--- config.mk ---
export PLATFORM = sky130hd
export DESIGN_NAME = fifo_lifo_buf
export DESIGN_NICKNAME = d
export VERILOG_FILES = /design/src/rtl/fifo_lifo_buf.sv
export SDC_FILE = /design/constraint.sdc
export NUM_CORES = 1
export LEC_CHECK = 0
export CAP_MARGIN = 25
export CORE_AREA = 2 2 107 109
export CTS_BUF_LIST = sky130_fd_sc_hd__clkbuf_8
export DETAILED_ROUTE_END_ITERATION = 6
export DIE_AREA = 0 0 109 111
export GPL_ROUTABILITY_DRIVEN = 0
export GPL_TIMING_DRIVEN = 0
export PLACE_DENSITY_LB_ADDON = 0.3
export SETUP_SLACK_MARGIN = 0.02
export SLEW_MARGIN = 20
export SYNTH_ARGS = -nofsm -noshare
export SYNTH_HDL_FRONTEND = slang
export SYNTH_SLANG_ARGS = --single-unit
--- constraint.sdc ---
create_clock -name CLK -period 2.4 [get_ports CLK]
set_input_delay 0.6 -clock CLK [delete_from_list [all_inputs] [get_ports CLK]]
set_output_delay 0.6 -clock CLK [all_outputs]
set_load 0.01 [all_outputs]
--- src/rtl/fifo_lifo_buf.sv ---
// fifo_lifo_buf: parametrised token buffer for the ONP datapath.
// MODE=0 gives a circular FIFO (input/output queues); MODE=1 gives a stack
// (operator stack). Provides occupancy count, almost-full/almost-empty flags,
// synchronous flush and sticky overflow/underflow error flags.
module fifo_lifo_buf #(
    parameter int unsigned WIDTH      = 8,
    parameter int unsigned DEPTH_LOG2 = 4,
    parameter int unsigned MODE       = 0,
    parameter int unsigned AF_LVL     = (1 << DEPTH_LOG2) - 2,
    parameter int unsigned AE_LVL     = 1
) (
    input  logic                  CLK,
    input  logic                  RST,
    input  logic                  FLUSH,
    input  logic                  FI_STB,
    input  logic [WIDTH-1:0]      FI_DAT,
    output logic                  FI_BSY,
    output logic                  FO_STB,
    input  logic                  FO_ACK,
    output logic [WIDTH-1:0]      FO_DAT,
    output logic [DEPTH_LOG2:0]   FF_CNT,
    output logic                  FF_AF,
    output logic                  FF_AE,
    output logic                  FF_OVF,
    output logic                  FF_UNF
);

    localparam int unsigned DEPTH = 1 << DEPTH_LOG2;
    localparam int unsigned CW    = DEPTH_LOG2 + 1;
    localparam int unsigned AW    = DEPTH_LOG2;

    // Storage array is deliberately left without reset.
    logic [WIDTH-1:0] r_mem [DEPTH];

    logic [CW-1:0]    r_cnt;
    logic [AW-1:0]    r_wp;
    logic [AW-1:0]    r_rp;
    logic             r_ovf;
    logic             r_unf;

    logic             w_full;
    logic             w_empty;
    logic             w_clear;
    logic             w_push_ok;
    logic             w_pop_ok;
    logic             w_wr_en;
    logic [AW-1:0]    w_wr_addr;
    logic [AW-1:0]    w_rd_addr;
    logic [CW-1:0]    w_cnt_m1;
    logic [CW-1:0]    w_cnt_nxt;

    // Handshake qualification, addressing and next occupancy.
    always_comb begin
        w_full    = (r_cnt == CW'(DEPTH));
        w_empty   = (r_cnt == '0);
        w_clear   = RST | FLUSH;
        w_push_ok = FI_STB & ~w_full;
        w_pop_ok  = FO_ACK & ~w_empty;
        w_wr_en   = w_push_ok & ~w_clear;
        w_cnt_m1  = r_cnt - CW'(1);
        w_wr_addr = r_wp;
        w_rd_addr = r_rp;
        w_cnt_nxt = r_cnt;

        if (MODE == 1) begin
            // Stack: top lives at cnt-1; push+pop together replaces the top.
            w_rd_addr = AW'(w_cnt_m1);
            if (w_push_ok && w_pop_ok) begin
                w_wr_addr = AW'(w_cnt_m1);
            end else begin
                w_wr_addr = AW'(r_cnt);
            end
        end

        if (w_push_ok && !w_pop_ok) begin
            w_cnt_nxt = r_cnt + CW'(1);
        end else if (!w_push_ok && w_pop_ok) begin
            w_cnt_nxt = w_cnt_m1;
        end
    end

    // Occupancy, pointers and sticky error flags; reset and flush clear alike.
    always_ff @(posedge CLK) begin
        if (RST || FLUSH) begin
            r_cnt <= '0;
            r_wp  <= '0;
            r_rp  <= '0;
            r_ovf <= 1'b0;
            r_unf <= 1'b0;
        end else begin
            r_cnt <= w_cnt_nxt;
            if (w_push_ok) begin
                r_wp <= r_wp + AW'(1);
            end
            if (w_pop_ok) begin
                r_rp <= r_rp + AW'(1);
            end
            if (FI_STB && w_full) begin
                r_ovf <= 1'b1;
            end
            if (FO_ACK && w_empty) begin
                r_unf <= 1'b1;
            end
        end
    end

    // Data array write port.
    always_ff @(posedge CLK) begin
        if (w_wr_en) begin
            r_mem[w_wr_addr] <= FI_DAT;
        end
    end

    // Status and data outputs decoded from registered state.
    always_comb begin
        FI_BSY = w_full;
        FO_STB = ~w_empty;
        FF_CNT = r_cnt;
        FF_AF  = (32'(r_cnt) >= AF_LVL);
        FF_AE  = (32'(r_cnt) <= AE_LVL);
        FF_OVF = r_ovf;
        FF_UNF = r_unf;
        FO_DAT = w_empty ? '0 : r_mem[w_rd_addr];
    end

endmodule

Word level (Yosys, flattened, before mapping)
Memory sizes are Yosys's and may differ from the RTL's. A register that Yosys moved wholly into a read port is not among the register bits. Cells that the tools add are included.

Bits in registers: 15. Memory bits (writable): 128. Input bits: 13. Output and inout port bits: 19. Word-level logic and storage cells: 36. Memories kept: 1.

$add $sub $neg: 4. Order comparisons: 2. Equality and inequality tests: 1. Multiplexer cells: 7. Bitwise logic cells: 7. Reductions and logical operators: 9.

Memory list: r_mem (depth 16, bits a word 8, read ports 1, clocked after Yosys merged registers in 1, wr ports 1, line 33) `logic [WIDTH-1:0] r_mem [DEPTH];`.

Operators with widths (count): 2-to-1 mux 5 bit (2); adder 4 x 1 -> 4 bit, second input constant (2); 2-to-1 mux 4 bit (2); 2-to-1 mux 8 bit (1); adder 5 x 1 -> 5 bit, second input constant (1); == test 5 bit, second input constant (1); greater-or-equal comparator 5 x 4 -> 1 bit, second input constant (1); less-or-equal comparator 5 x 1 -> 1 bit, second input constant (1); zero test 5 bit (1); subtractor 5 x 1 -> 5 bit, second input constant (1); logical AND 1 bit (4); bitwise AND 1 bit (3); inverter 1 bit (3); zero test 1 bit (2); 2-to-1 mux 1 bit (2); nonzero test 2 bit (1); logical OR 1 bit (1); bitwise OR 1 bit (1).

Logic depth before layout (Yosys ltp)
Gate-level depths: netlist of the first run.

Depth after elaboration: 7. Gate-level depth with buffers: 10. Gate-level depth less buffers: 9.

Worst setup path before layout of the first run
Ideal clock, no wire load.

Path type: register to register. From: register r_cnt[0], in the netlist FF_CNT[0]. To: register r_cnt[4], in the netlist FF_CNT[4]. Setup time: 0.128 ns. Arrival: 2.388 ns. Required time: 2.272 ns. Path slack: -0.115 ns. Stages on the path, launching flop included: 11. Buffers on the path: 1. Period minus slack after synthesis: 2.515 ns. Cell sequence: dfxtp_1 > inv_1 > ha_1 > or4b_1 > clkbuf_1 > nand2_1 > ha_1 > or4b_2 > a21oi_1 > xnor2_1 > nor2_1.

Word-level cells in the longest chain between the ends: 6. Elaborated cells on any way between the ends: 15. Classes of those cells: 2 x add/sub; 1 x eq/ne; 2 x mux; 4 x bitwise; 6 x reduce/logical.

Ends and longest elaborated chain: start, declared (line 35) `logic [CW-1:0] r_cnt;`; start signal, assigned (line 91) `r_cnt <= w_cnt_nxt;`; parallel branches: the longest is 6 deep, another holds subtractor 5 x 1 -> 5 bit.

Several ways; the timed one is not identified. The select of a mux whose other input is x is not followed. A chain may end at the register's enable or synchronous reset.

==> results.json, run 1 <==
{
  "reg2reg_to": "FF_CNT[2]",
  "synth_top_area_share_pct": 64.39,
  "vias": 3140,
  "initial_core_util_pct": 53.89,
  "grt_pass1_wl_mm": 17.94,
  "vdd_drop_max_mv": 0.4201,
  "drtAntennaViolNets": 0,
  "rrSetupSlack_ns": 0.11,
  "hold_buffers": 0,
  "r2r-start": "FF_CNT[0]",
  "fp-row-count": 39,
  "finalSetupViolations": 8,
  "ys_warn_count": 0,
  "hold_end": "FF_UNF",
  "crit_type": "flop to output port",
  "skew_ns": 0.01026,
  "use_met3_pct": 4.527,
  "grt_antenna_before_repair": 0,
  "clkLatencyLatePin_ns": 0.43,
  "status": "finished with violations",
  "drt-total-wl_mm": 11.58,
  "power.total_mw": 5.513,
  "grt_overflow": 0,
  "synth_area_leaders": "edfxtp_1 (64%), mux4_2 (7.2%), dfxtp_1 (6.4%)",
  "syn_area_um2": 5969,
  "hp-class": "flop to flop",
  "r2r_cells": 11,
  "die_y_um": 111,
  "grt_max_degree": 17,
  "async_flop_share_pct": 0,
  "ys_seq_area_share_pct": 70.76,
  "ioPinCount": 32,
  "cts_tree": "built",
  "layout.nets": 414,
  "clock_sinks": 147,
  "clock_path_buffers": 2,
  "core_um2": 11080,
  "grt_pass1_vias": 3289,
  "portBuffers": 31,
  "whs_path_depth": 2,
  "hold_start": "FF_UNF",
  "gr-max-usage-layer": "met2",
  "finalSetupTns_ns": -2.972,
  "cts.root.buffer_cell": "clkbuf_8",
  "utilization_pct": 64.83,
  "grt_use_met1_pct": 28.36,
  "grt_usage_pct": 20.69,
  "slew_headroom_pct": 61.44,
  "yosysUniqueCellTypes": 35,
  "timing.max_cap.violations": 0,
  "critPathArrivalTime_ns": 2.21,
  "synth-edff-count": 128,
  "end_kind": "output port",
  "ys.flop_type": "edfxtp_1",
  "synth_area_leader_cell": "edfxtp_1",
  "area_growth_pct": 20.29,
  "route.detailed.drc": 1,
  "hpwlAfterDp_mm": 7.218,
  "drive_gt1_share_pct": 37.47,
  "worst_slew_pin_slew_ns": 0.5778,
  "fmax_mhz": 355.4,
  "antennaDiodeCount": 0,
  "die_w_um": 109,
  "power_density_nw_per_um2": 767.8,
  "place_ws_ns": -0.6415,
  "critPathRequiredTime_ns": 1.80,
  "clkTransAtPathRegs_ns": 0.08,
  "htreeDepth": 4,
  "use_met2_pct": 33.17,
  "numCtsBuffers": 17,
  "cp-start-kind": "flop",
  "wl_per_cell_um": 21.21,
  "rsz0062_at_grt": "true",
  "violations": "design-rule violations, negative setup slack",
  "syn_avg_cell_area_um2": 18.31,
  "viasPerCell": 5.751,
  "worstPathMaxFanout": 5,
  "whs_ns": 0.4743,
  "final-hold-violation-count": 0,
  "worst_slack_ns": -0.4136,
  "fin_crit_sh_pct": 117.2,
  "ys_seq_elements": 147,
  "netlist_instances": 326,
  "syn-num-nets": 350,
  "first_pass_iters": 7,
  "drv_slew": 0,
  "period_minus_slack_ns": 2.814,
  "p_leak_nw": 2.360,
  "dr.first_iter.drc_count": 172,
  "dieArea_um2": 12100
}
==> worst max-delay path: stages, from the launching register on <==
cell     delay (ns)
dfxtp_2        0.33
buf_6          0.13
buf_12         0.11
buf_6          0.10
mux4_2         0.50
mux2_4         0.28
o21ai_2        0.13
a21oi_2        0.04
buf_2          0.15
==> area by class of cell <==
class,count,area [um2]
sequential,147,4234
inverter,5,23.77
multi-input combinational,157,1773
fill,764,3896
clock buffer,23,316.6
timing repair buffer,47,414.1
buffer,15,163.9
clock inverter,9,76.32
tap,143,178.9
==> sequential cells by signal, indices dropped and copies added (netlist names), named ones only <==
| signal | cells |
|---|---|
| r_mem | 128 |
| FF_CNT | 5 |
| r_rp | 4 |
| r_wp | 4 |
| FF_OVF | 1 |
| FF_UNF | 1 |
==> cell usage after synthesis, types with 3 or more instances <==
library cell  count
mux4_2           19
dfxtp_1          19
clkbuf_1          5
mux2_2            8
a21oi_1          17
nand2_1           7
edfxtp_1        128
ha_1             11
nor2_1           32
mux2i_1          10
o21ai_1           5
nand3_1           4
buf_6             4
buf_2             6
xor2_1            6
o21ai_0           4
mux4_1           13
xnor2_1           3
inv_1             5
==> through the flow <==
| stage | instances | area (um2) |
|---|---|---|
| floorplan | 326 | 5974 |
| global placement | 500 | 6464 |
| detailed placement | 500 | 6464 |
| CTS | 543 | 7051 |
| global route | 546 | 7181 |
| finish | 546 | 7181 |
==> layout by cell type, fill, tap and decap left out, types with 3 or more instances in the layout <==
| master | instances |
|---|---|
| edfxtp_1 | 128 |
| mux4_2 | 30 |
| clkbuf_8 | 24 |
| clkdlybuf4s50_1 | 19 |
| buf_4 | 17 |
| nor2_1 | 16 |
| dfxtp_1 | 15 |
| a21oi_1 | 11 |
| nor2_4 | 10 |
| buf_2 | 9 |
| mux2i_1 | 9 |
| ha_1 | 9 |
| mux2_4 | 7 |
| o21ai_2 | 7 |
| buf_6 | 6 |
| a21oi_2 | 6 |
| nand2_1 | 6 |
| nor2_2 | 6 |
| xor2_1 | 6 |
| inv_1 | 5 |
| nand3_1 | 4 |
| inv_4 | 3 |
| buf_12 | 3 |
| xnor2_1 | 3 |
| clkinv_2 | 3 |
| dlygate4sd2_1 | 3 |
==> what timing repair did <==
action,CTS,global route
buffers inserted,11,4
endpoints found under the setup margin,133,96
pin swaps,2,8
cloned,2,0
gates resized for setup,92,41
==> routing by layer <==
metal | up-vias | wire, um | part of all wire, %
met5 | - | 0 | 0
li1 | 1409 | - | -
met4 | 0 | 130 | 1.1
met2 | 93 | 5899 | 51
met1 | 1625 | 5095 | 44
met3 | 13 | 457 | 3.9
==> cells by family (layout without fill, tap and decap cells) <==
family / count (synthesis) / in the layout / share of synthesized area, %
flip-flops: 147 / 147 / 70.76
AND/OR/NAND/NOR: 59 / 59 / 4.737
multiplexers: 50 / 50 / 16.08
AO/OA/AOI/OAI: 28 / 28 / 2.452
buffers and inverters: 22 / 99 / 2.348
adder cells (fa/ha/maj): 11 / 11 / 2.306
XOR/XNOR: 9 / 9 / 1.321
==> worst max path at each step <==
stage	from	end	slack (ns)	depth (start not counted)
6_report	flop	FO_DAT[4]	-0.41	8
2_1_floorplan	FF_CNT[0]	FF_CNT[4]	0.02	10
4_1_cts	flop	FO_DAT[3]	-0.47	8
5_1_grt	flop	FO_DAT[4]	-0.48	8
3_5_place_dp	FF_CNT[0]	FO_DAT[1]	-0.64	8
3_3_place_gp	FF_CNT[0]	FO_DAT[7]	-0.64	8
==> report_power, final <==
part	leakage, nW	switching, mW	internal [mW]
Combinational	0.837	0.413	0.433
Sequential	1.31	0.0236	2.80
Clock	0.215	0.863	0.980
(Power assumes the default switching activity.)
==> inputs of run 2 (changes only) <==
--- a/config.mk
+++ b/config.mk
@@ -12,7 +12,7 @@
 export DIE_AREA = 0 0 109 111
 export GPL_ROUTABILITY_DRIVEN = 0
 export GPL_TIMING_DRIVEN = 0
-export PLACE_DENSITY_LB_ADDON = 0.3
+export PLACE_DENSITY = 0.87
 export SETUP_SLACK_MARGIN = 0.02
 export SLEW_MARGIN = 20
 export SYNTH_ARGS = -nofsm -noshare
==> run 2 against run 1 <==
Net effect: the run ends with negative setup slack left; combinational power about the same; die area unchanged; total power up 2.6%; clock skew up 0.0029 ns; non-clock buffer count down 4; clock power up 8%; clock-buffer cell count down 6; sequential cell count unchanged; register-to-register slack about the same; final area down 0.10%; largest cell class unchanged; largest power group unchanged; highest routed layer unchanged.
==> results.json, run 2 (synthesized netlist as in run 1, its figures left out) <==
{
  "status": "finished with violations",
  "violations": "negative setup slack",
  "regMostFlops": "r_mem",
  "crit_type": "flop to output port",
  "vdd_drop_max_mv": 0.3738,
  "timing.max_cap.violations": 0,
  "final_cell_mix": "edfxtp_1 (128), mux4_2 (31), clkdlybuf4s50_1 (19)",
  "finalSetupTns_ns": -3.271,
  "cp-start-kind": "flop",
  "cts.root.buffer_cell": "clkbuf_8",
  "hp-class": "flop to flop",
  "clock_sinks": 147,
  "hold_end": "FF_UNF",
  "placed_cell_area_um2": 6464,
  "rsz0062_at_grt": "true",
  "grt_antenna_before_repair": 0,
  "period_minus_slack_ns": 2.832,
  "hpwlAfterDp_mm": 7.490,
  "die_y_um": 111,
  "slew_headroom_pct": 59.38,
  "whs_path_depth": 2,
  "end_kind": "output port",
  "fp-row-count": 39,
  "core_um2": 11080,
  "clkTransAtPathRegs_ns": 0.08,
  "worst_slack_ns": -0.4320,
  "drtAntennaViolNets": 0,
  "worst_slew_pin_slew_ns": 0.6074,
  "ioPinCount": 32,
  "critPathArrivalTime_ns": 2.23,
  "hold_start": "FF_UNF",
  "numCtsBuffers": 17,
  "finalSetupViolations": 9,
  "dieArea_um2": 12100,
  "rrSetupSlack_ns": 0.10,
  "route.detailed.drc": 0,
  "layout.nets": 410,
  "reg2reg_to": "FF_CNT[3]",
  "clkLatencyLatePin_ns": 0.45,
  "worstPathMaxFanout": 5,
  "power_density_nw_per_um2": 788.7,
  "r2r-start": "FF_CNT[1]",
  "grt_pass1_vias": 3361,
  "portBuffers": 31,
  "stdcell_count": 542,
  "first_pass_iters": 5,
  "cts_tree": "built",
  "dr.first_iter.drc_count": 338,
  "p_leak_nw": 2.321,
  "vias": 3262,
  "grt_pass1_wl_mm": 18.97,
  "fin_crit_sh_pct": 118.0,
  "antennaDiodeCount": 0,
  "wl_per_cell_um": 22.83,
  "dp.cells": 500,
  "critPathRequiredTime_ns": 1.80,
  "fmax_mhz": 353.1,
  "initial_core_util_pct": 53.89,
  "largest_reg_flops": 128,
  "stdcell_area_um2": 7173,
  "die_w_um": 109,
  "drv_slew": 0,
  "htreeDepth": 4,
  "place_ws_ns": -0.6893,
  "grt_overflow": 0,
  "drive_gt1_share_pct": 36.84,
  "mostFrequentLayoutCell": "edfxtp_1",
  "area_growth_pct": 20.16,
  "drt-total-wl_mm": 12.37,
  "r2r_cells": 11,
  "hold_buffers": 0,
  "skew_ns": 0.01315,
  "viasPerCell": 6.018,
  "grt_usage_pct": 22.08,
  "clock_path_buffers": 2,
  "final-hold-violation-count": 0,
  "grt_max_degree": 17
}
run 2: cell count changes in the layout (fill, tap and decap cells not counted), sizes merged:
cell           delta
clkbuf            -5
clkinv            +3
clkdlybuf4s15     +1
dlygate4sd2       -1
bufinv            +2
buf               -5
clkinvlp          +1
run 2: repair_timing:
action,4_1_cts,5_1_grt
resized for setup,115,18
pin swaps,5,4
cloned,2,0
setup endpoints to repair,131,139
buffers inserted,11,1
run 2: per-stage QoR:
step	power, mW	hold slack [ns]	util (%)
6_report	5.658	0.4902	64.76
5_1_grt	5.838	0.5089	64.76
4_1_cts	5.616	0.4853	64.64
3_5_place_dp	3.529	0.4626	58.35
3_3_place_gp	3.499	0.4614	58.35
2_1_floorplan	3.241	0.4627	-
run 2: worst max path at each step:
stage                         start     endpoint  depth (start not counted)
final                          flop    FO_DAT[0]                          7
after floorplan           FF_CNT[0]    FF_CNT[4]                         10
after global placement    FF_CNT[0]    FO_DAT[0]                          8
after detailed placement      FLUSH  r_mem[0][4]                          5
after global routing           flop    FO_DAT[0]                          7
after CTS                      flop    FO_DAT[3]                          8
run 2: report_power, final:
part / switching, mW / internal (mW)
sequential: 0.0258 / 2.80
combinational: 0.431 / 0.414
clock: 0.950 / 1.04
total: 1.41 / 4.25
run 2: final cells by class:
| type | count | area [um2] |
|---|---|---|
| clock inverters | 15 | 180.2 |
| flip-flops and latches | 147 | 4234 |
| plain buffers | 14 | 153.9 |
| repair buffers | 44 | 385.4 |
| clock buffers | 17 | 234.0 |
| multi-input cells | 157 | 1783 |
| well taps | 143 | 178.9 |
| fillers | 731 | 3904 |
| inverters | 5 | 23.77 |
run 2: metal layers:
| metal | share of wire [%] | global-route usage [%] |
|---|---|---|
| met1 | 40 | 28.38 |
| met4 | 3.0 | 8.974 |
| met2 | 51 | 36.27 |
| met3 | 5.9 | 4.938 |
| met5 | 0 | 0 |
run 2: worst max-delay path: stages (launching register included):
cell,delay (ns)
dfxtp_2,0.33
buf_6,0.13
buf_4,0.14
mux4_2,0.50
mux2_4,0.29
o21ai_2,0.16
a21oi_1,0.08
buf_2,0.16
